**config.mk**
```make
export PLATFORM = sky130hd
export DESIGN_NAME = alu_op_sequencer
export DESIGN_NICKNAME = d
export VERILOG_FILES = /design/src/rtl/alu_seq_pkg.sv /design/src/rtl/alu_seq_prog_mem.sv /design/src/rtl/alu_op_sequencer.sv
export SDC_FILE = /design/constraint.sdc
export NUM_CORES = 1
export LEC_CHECK = 0
export ABC_AREA = 1
export CORE_MARGIN = 2
export CORE_UTILIZATION = 50
export DETAILED_ROUTE_END_ITERATION = 12
export DONT_BUFFER_PORTS = 1
export PLACE_DENSITY_LB_ADDON = 0.05
export SYNTH_ARGS = -nofsm -noshare
export SYNTH_HDL_FRONTEND = slang
export SYNTH_SLANG_ARGS = --single-unit
```
**constraint.sdc**
```tcl
create_clock -name clk -period 6.1 [get_ports clk]
set_clock_uncertainty 0.2 [all_clocks]
set_input_delay 1.83 -clock clk [delete_from_list [all_inputs] [get_ports clk]]
set_output_delay 1.83 -clock clk [all_outputs]
set_load 0.005 [all_outputs]
```
**src/rtl/alu_seq_pkg.sv**
```systemverilog
// alu_seq_pkg: opcodes, FSM states, program entry type and guard result shared by the sequencer
package alu_seq_pkg;
    localparam logic [1:0] OP_ADD = 2'b00;
    localparam logic [1:0] OP_SUB = 2'b01;
    localparam logic [1:0] OP_MUL = 2'b10;
    localparam logic [1:0] OP_DIV = 2'b11;
    localparam logic [7:0] GUARD_RES = 8'hFF;
    typedef enum logic [1:0] {S_IDLE, S_ISSUE, S_CAPTURE, S_EMIT} state_t;
    typedef struct packed {
        logic [1:0] op;
        logic [3:0] a;
        logic [3:0] b;
    } entry_t;
endpackage

```
**src/rtl/alu_seq_prog_mem.sv**
```systemverilog
// alu_seq_prog_mem: DEPTH-entry program store, one synchronous write port, one combinational read port
module alu_seq_prog_mem
    import alu_seq_pkg::*;
#(
    parameter int DEPTH = 8,
    localparam int IW = $clog2(DEPTH)
) (
    input  logic          clk,
    input  logic          i_we,
    input  logic [IW-1:0] i_waddr,
    input  entry_t        i_wdata,
    input  logic [IW-1:0] i_raddr,
    output entry_t        o_rdata
);
    entry_t r_mem [DEPTH];
    always_ff @(posedge clk)
        if (i_we) r_mem[i_waddr] <= i_wdata;
    assign o_rdata = r_mem[i_raddr];
endmodule

```
**src/rtl/alu_op_sequencer.sv**
```systemverilog
// alu_op_sequencer: buffers {op,a,b} entries, issues them to the ALU executor, emits results (SEQ_DIV_GUARD_EN: short-circuit divide-by-zero)
module alu_op_sequencer
    import alu_seq_pkg::*;
#(
    parameter int DEPTH = 8,
    localparam int IW = $clog2(DEPTH)
) (
    input  logic          clk,
    input  logic          rst,
    input  logic          load_valid,
    output logic          load_ready,
    input  logic [1:0]    load_op,
    input  logic [3:0]    load_a,
    input  logic [3:0]    load_b,
    input  logic          start,
    output logic          busy,
    output logic          done,
    output logic [1:0]    exec_instruction,
    output logic [3:0]    exec_a,
    output logic [3:0]    exec_b,
    input  logic [7:0]    exec_result,
    output logic          res_valid,
    input  logic          res_ready,
    output logic [7:0]    res_data,
    output logic [IW-1:0] res_index,
    output logic          res_err
);
    state_t        r_state, w_next;
    logic [IW:0]   r_count, r_len;
    logic [IW-1:0] r_ptr, w_raddr;
    entry_t        r_exec, w_rdata, w_wdata, w_entry;
    logic [7:0]    r_res_data;
    logic [IW-1:0] r_res_index;
    logic          r_res_err, r_done;
    logic          w_load, w_go, w_accept, w_last, w_advance, w_fetch, w_guard;

    assign w_wdata    = {load_op, load_a, load_b};
    assign load_ready = (r_state == S_IDLE) && (r_count < (IW+1)'(DEPTH));
    assign w_load     = load_valid && load_ready;
    assign w_go       = (r_state == S_IDLE) && start && ((r_count != '0) || w_load);
    assign w_accept   = (r_state == S_EMIT) && res_ready;
    assign w_last     = {1'b0, r_ptr} == r_len - 1'b1;
    assign w_advance  = w_accept && !w_last;
    assign w_fetch    = w_go || w_advance;
    assign w_raddr    = (r_state == S_EMIT) ? r_ptr + 1'b1 : '0;
    // a load landing on the start edge may be entry 0 itself
    assign w_entry    = (w_load && r_count[IW-1:0] == w_raddr) ? w_wdata : w_rdata;
`ifdef SEQ_DIV_GUARD_EN
    assign w_guard    = (w_entry.op == OP_DIV) && (w_entry.b == 4'd0);
`else
    assign w_guard    = 1'b0;
`endif

    alu_seq_prog_mem #(.DEPTH(DEPTH)) u_mem (
        .clk     (clk),
        .i_we    (w_load),
        .i_waddr (r_count[IW-1:0]),
        .i_wdata (w_wdata),
        .i_raddr (w_raddr),
        .o_rdata (w_rdata)
    );

    always_ff @(posedge clk)
        if (rst) r_state <= S_IDLE;
        else     r_state <= w_next;

    always_comb begin
        w_next = r_state;
        w_next = (r_state == S_IDLE)    ? (w_go ? (w_guard ? S_EMIT : S_ISSUE) : S_IDLE)
               : (r_state == S_ISSUE)   ? S_CAPTURE
               : (r_state == S_CAPTURE) ? S_EMIT
               : !w_accept              ? S_EMIT
               : w_last                 ? S_IDLE
               : w_guard                ? S_EMIT : S_ISSUE;
    end

    always_ff @(posedge clk) begin
        if (rst) begin
            r_count     <= '0;
            r_len       <= '0;
            r_ptr       <= '0;
            r_exec      <= '0;
            r_res_data  <= '0;
            r_res_index <= '0;
            r_res_err   <= 1'b0;
            r_done      <= 1'b0;
        end else begin
            r_done  <= w_accept && w_last;
            r_count <= (w_accept && w_last) ? '0 : r_count + (IW+1)'(w_load);
            if (w_go) begin
                r_ptr <= '0;
                r_len <= r_count + (IW+1)'(w_load);
            end else if (w_advance) begin
                r_ptr <= r_ptr + 1'b1;
            end
            if (w_fetch && !w_guard) r_exec <= w_entry;
            if (w_fetch && w_guard) begin
                r_res_data  <= GUARD_RES;
                r_res_index <= w_raddr;
                r_res_err   <= 1'b1;
            end else if (r_state == S_CAPTURE) begin
                r_res_data  <= exec_result;
                r_res_index <= r_ptr;
                r_res_err   <= 1'b0;
            end
        end
    end

    assign busy             = r_state != S_IDLE;
    assign res_valid        = r_state == S_EMIT;
    assign done             = r_done;
    assign exec_instruction = r_exec.op;
    assign exec_a           = r_exec.a;
    assign exec_b           = r_exec.b;
    assign res_data         = r_res_data;
    assign res_index        = r_res_index;
    assign res_err          = r_res_err;
endmodule

```
### Yosys cells after proc, flatten, opt, wreduce, memory -nomap -nowiden

Memories as Yosys holds them, arrays and structs flattened. A register that Yosys moved wholly into a read port is not among the register bits.
Cells that the tools add are included.

| storage, ports and cells | value |
|---|---|
| register bits | 25 |
| bits in writable memories | 80 |
| input bits | 23 |
| output and inout bits | 26 |
| logic and storage cells | 40 |
| memories | 1 |

Memory list:

| name | depth | width | read ports | clocked after memory_dff | write ports | RTL line | source |
|---|---|---|---|---|---|---|---|
| u_mem.r_mem | 8 | 10 | 1 | 1 | 1 | alu_seq_prog_mem.sv:15 | `entry_t r_mem [DEPTH];` |

| operators by class | value |
|---|---|
| add/subtract/negate cells | 3 |
| $lt $le $gt $ge | 1 |
| equality and inequality tests | 4 |
| muxes and demuxes | 9 |
| reductions and logical operators | 15 |

Operators by type and width:

| kind | number |
|---|---|
| $mux W2 | 4 |
| $logic_and A1 B1 Y1 | 7 |
| $add A4 B1 Y4 | 1 |
| $eq A2 B2 Y1 const B | 2 |
| $eq A3 B4 Y1 | 1 |
| $lt A4 B4 Y1 const B | 1 |
| $mux W1 | 4 |
| $reduce_bool A4 Y1 | 1 |
| $reduce_or A2 Y1 | 2 |
| $sub A4 B1 Y4 const B | 1 |
| $add A3 B1 Y3 const B | 1 |
| $mux W3 | 1 |
| $eq A2 B1 Y1 const B | 1 |
| $logic_not A2 Y1 | 1 |
| $logic_or A1 B1 Y1 | 2 |
| $reduce_bool A2 Y1 | 1 |
| $logic_not A1 Y1 | 1 |

### Longest topological paths before layout

| logic depth | value |
|---|---|
| depth after elaboration | 7 |
| gate-level depth with buffers | 12 |
| depth with buffers taken out | 12 |

### Modules after synthesis

A second synthesis with hierarchy kept.

| unflattened totals | value |
|---|---|
| cells, all modules | 620 |
| area, all modules | 5350.1 sq um |

Modules (own cells, without submodules):

| module | instances | cells an instance | area an instance (sq um) | seq. area each (sq um) |
|---|---|---|---|---|
| alu_seq_prog_mem | 1 | 364 | 3613.5 | 2402.3 |
| alu_op_sequencer | 1 | 256 | 1736.7 | 700.7 |

### Worst setup path after synthesis

Ideal clock, no wire load.

| timing path | value |
|---|---|
| path type | input port to flip-flop |
| from | in load_valid |
| to | mem u_mem.r_mem[2][0] (netlist bit) (enable) |
| setup time | 376 ps |
| data arrival time | 2633 ps |
| required time | 5524 ps |
| slack | 2891 ps |
| stages on the path | 3 |
| buffers on the path | 0 |
| cells stage by stage | nand2_2 or2_2 nor2_1 |

| on the way | value |
|---|---|
| cells in the longest elaborated chain, start to end | 3 |

RTL lines:

| what | RTL line | source |
|---|---|---|
| start: declaration | alu_op_sequencer.sv:10 | `input logic load_valid,` |
| $logic_and A1 B1 Y1 | alu_op_sequencer.sv:39 | `assign w_load = load_valid && load_ready;` |
| $mux W1 | alu_seq_prog_mem.sv:17 | `if (i_we) r_mem[i_waddr] <= i_wdata;` |
| $mux W1 (implied by the code) | alu_seq_prog_mem.sv:17 |  |
| end: declaration | alu_seq_prog_mem.sv:15 |  |

No other way between the ends.

### Worst setup path after layout

| timing path | value |
|---|---|
| from | reg r_state[0] |
| to | out load_ready |

| on the way | value |
|---|---|
| cells in the longest elaborated chain, start to end | 2 |

RTL lines:

| what | RTL line | source |
|---|---|---|
| start: declaration | alu_op_sequencer.sv:28 | `state_t r_state, w_next;` |
| start signal: assignment | alu_op_sequencer.sv:65 | `else r_state <= w_next;` |
| $logic_not A2 Y1 | alu_op_sequencer.sv:38 | `assign load_ready = (r_state == S_IDLE) && (r_count < (IW+1)'(DEPTH));` |
| $logic_and A1 B1 Y1 | alu_op_sequencer.sv:38 |  |
| end: declaration | alu_op_sequencer.sv:11 | `output logic load_ready,` |

No other way between the ends.

==> flow_metrics.py <==
metrics = {
    "status": {
        "status": "finished, final reports clean",
    },
    "timing": {
        "period_share": 0.5255,
        "setup_viol": 0,
        "rsz0062_at_grt": "false",
        "slew_headroom": 0.4343,
        "slew_viol_final": 0,
        "tightest_slew_ns": 0.8454,
        "hold_viol_final": 0,
        "finalCriticalPeriod_ns": 3.206,
        "tns_ns": 0,
        "max_freq_mhz": 311.9,
    },
    "cells_and_area": {
        "multi_input_area_um2": 1533,
        "post-route-util": 0.5747,
        "nNetsFinal": 577,
        "n_antenna_cell": 0,
        "regArea_um2": 3103,
        "drive_gt1_frac": 0.08171,
        "area_growth_pct": 11.55,
        "fillers": 912,
    },
    "floorplan": {
        "initial_core_util": 0.5152,
        "io_pins": 49,
        "rows": 36,
        "coreArea_um2": 9819,
        "die_x_um": 104.6,
        "die-area_um2": 10940,
        "die_y_um": 104.6,
    },
    "clocking": {
        "cts_tree": "built",
        "cts_inserted_buffers": 17,
        "postCtsHoldBufs": 0,
        "cts_sinks": 115,
        "post_cts_buffers": 0,
        "root_buffer": "clkbuf_8",
        "cts-resized-gates": 0,
        "cts_buffer_depth": 2,
        "htree_levels": 4,
        "clkLatencyLatePin_ns": 0.51,
        "cts.clk_slew.worst_paths_ns": 0.06,
    },
    "synth": {
        "yosysSeqAreaShare": 0.6134,
        "yosysMostFrequentCell": "nand2_1",
        "syn_inst": 548,
        "yosysTopAreaCell": "edfxtp_1",
        "synthTopCellsByCount": "nand2_1 (123), nor2_1 (93), edfxtp_1 (80), inv_1 (73), nand3_1 (49)",
        "synth_edf_count": 80,
        "ys_types": 29,
        "synthesis.nets": 575,
        "synth-seq-cells": 115,
        "yosys.area.top_type_share": 0.4749,
        "synth.avg_cell_area_um2": 9.231,
        "synthTopCellsByArea": "edfxtp_1 (47%), dfxtp_1 (14%), nand2_1 (9.1%)",
        "ys_async_sr_fraction": 0,
        "syn_area_um2": 5059,
        "yosysWarnings": 0,
        "ys.flop_type": "edfxtp_1",
    },
    "pwr": {
        "power.leakage_uw": 0.002389,
        "power_density_nw_per_um2": 364.9,
        "irDropWorstVdd_uv": 176.3,
    },
    "placed_design": {
        "gp_congestion": 0.9114,
        "io_buffer_count": 0,
        "dpl.hpwl_um": 7623,
    },
    "grt": {
        "grt_overflow": 0,
        "grt_max_degree": 36,
        "grt_pass1_wl_um": 18240,
        "grt_pass1_vias": 3461,
        "grt_util_all_layers": 0.2234,
        "antenna_found_initial": 0,
    },
    "route": {
        "drc": 0,
        "wl_um": 11340,
        "firstDrtPassIters": 4,
        "avgRoutedWirePerCell_um": 16.29,
        "drtIter0Drc": 207,
        "avgViaCountPerCell": 5.033,
        "postRouteAntennaNets": 0,
        "vias": 3503,
    },
    "worst_hold_path": {
        "min_path_type": "flip-flop to flip-flop",
    },
    "setup_path": {
        "path_max_fanout": 5,
        "crit_type": "flip-flop to output pin",
        "cp-end-kind": "output pin",
        "cp.required_ns": 4.07,
        "arrival_ns": 1.18,
        "critPathLaunchType": "flip-flop",
    },
    "flow_run": {
        "max-cap-violations": 0,
    },
}
-- through the flow --
stage | power, uW | area (um^2) | hold slack, ns | instances | setup WS [ns]
floorplan | 1138 | 5059 | 0.2638 | 548 | 2.891
global placement | 1192 | 5110 | 0.2788 | 664 | 2.668
detailed placement | 1198 | 5110 | 0.3028 | 664 | 2.615
CTS | 2076 | 5643 | 0.3123 | 696 | 2.874
global route | 2162 | 5643 | 0.3273 | 696 | 2.806
finish | 2059 | 5643 | 0.3088 | 696 | 2.894
-- sequential cells by signal (all words and copies together) (netlist names) --
signal and flops:
u_mem.r_mem 80, exec_instruction 2, r_state 2, exec_b 4, r_count 4, r_ptr 3
res_data 8, done 1, exec_a 4, r_len 4, res_index 3
-- layer usage --
metal,global-route usage,routed length [um],vias up
met4,0.09143,178,0
met1,0.2905,4734,1604
met3,0.05240,840,16
met5,0,0,-
li1,-,-,1770
met2,0.3623,5585,113
-- where the power goes --
part           switching (uW)  internal, uW  total, uW
Clock                     346           534        880
Sequential               33.8           897        931
Combinational             169          78.9        248
-- layout make-up --
class,instances,area share
clock inverters,14,0.02040
inverters,80,0.05322
multi-input cells,335,0.2716
repair buffers,1,0.001330
flip-flops and latches,115,0.5499
clock buffers,18,0.07406
well taps,133,0.02949
-- final timing paths --
check	startpoint	endpoint	slack [ns]	depth (start not counted)
worst max-delay path	r_state[0]	load_ready	2.89	3
worst min-delay path	r_len[1]	r_len[1]	0.31	2
worst max register to register	r_ptr[0]	exec_b[2]	3.18	10
worst min register to register	r_len[1]	r_len[1]	0.31	2
-- worst max-delay path, stage by stage, from the launching register on --
cell	delay (ns)
dfxtp_1	0.41
inv_1	0.07
nand2_2	0.13
nor2_4	0.05
-- layout by cell type, fill, tap and decap left out, drive strengths merged --
cell type / netlist / routed
nand2: 128 / 128
nor2: 96 / 96
edfxtp: 80 / 80
inv: 77 / 78
nand3: 52 / 52
dfxtp: 35 / 35
o21ai: 27 / 27
clkbuf: 5 / 18
nand3b: 10 / 10
clkinv: 3 / 10
a21oi: 5 / 5
clkinvlp: 0 / 5
o22ai: 4 / 4
ha: 4 / 4
xnor2: 3 / 3
nor3: 2 / 2
or2: 1 / 1
o21bai: 1 / 1
nand4: 1 / 1
conb: 1 / 1
bufinv: 0 / 1
buf: 13 / 1
-- logic make-up after synthesis --
| kind of cell | count (synthesis) | synth area share |
|---|---|---|
| simple gates | 290 | 0.2468 |
| compound gates | 37 | 0.04032 |
| xor+xnor | 3 | 0.005195 |
| fa+ha+maj | 4 | 0.009894 |
| other cells | 1 | 0.0007413 |
| buf+inv | 98 | 0.08360 |
| flops | 115 | 0.6134 |
(Power assumes the default switching activity.)
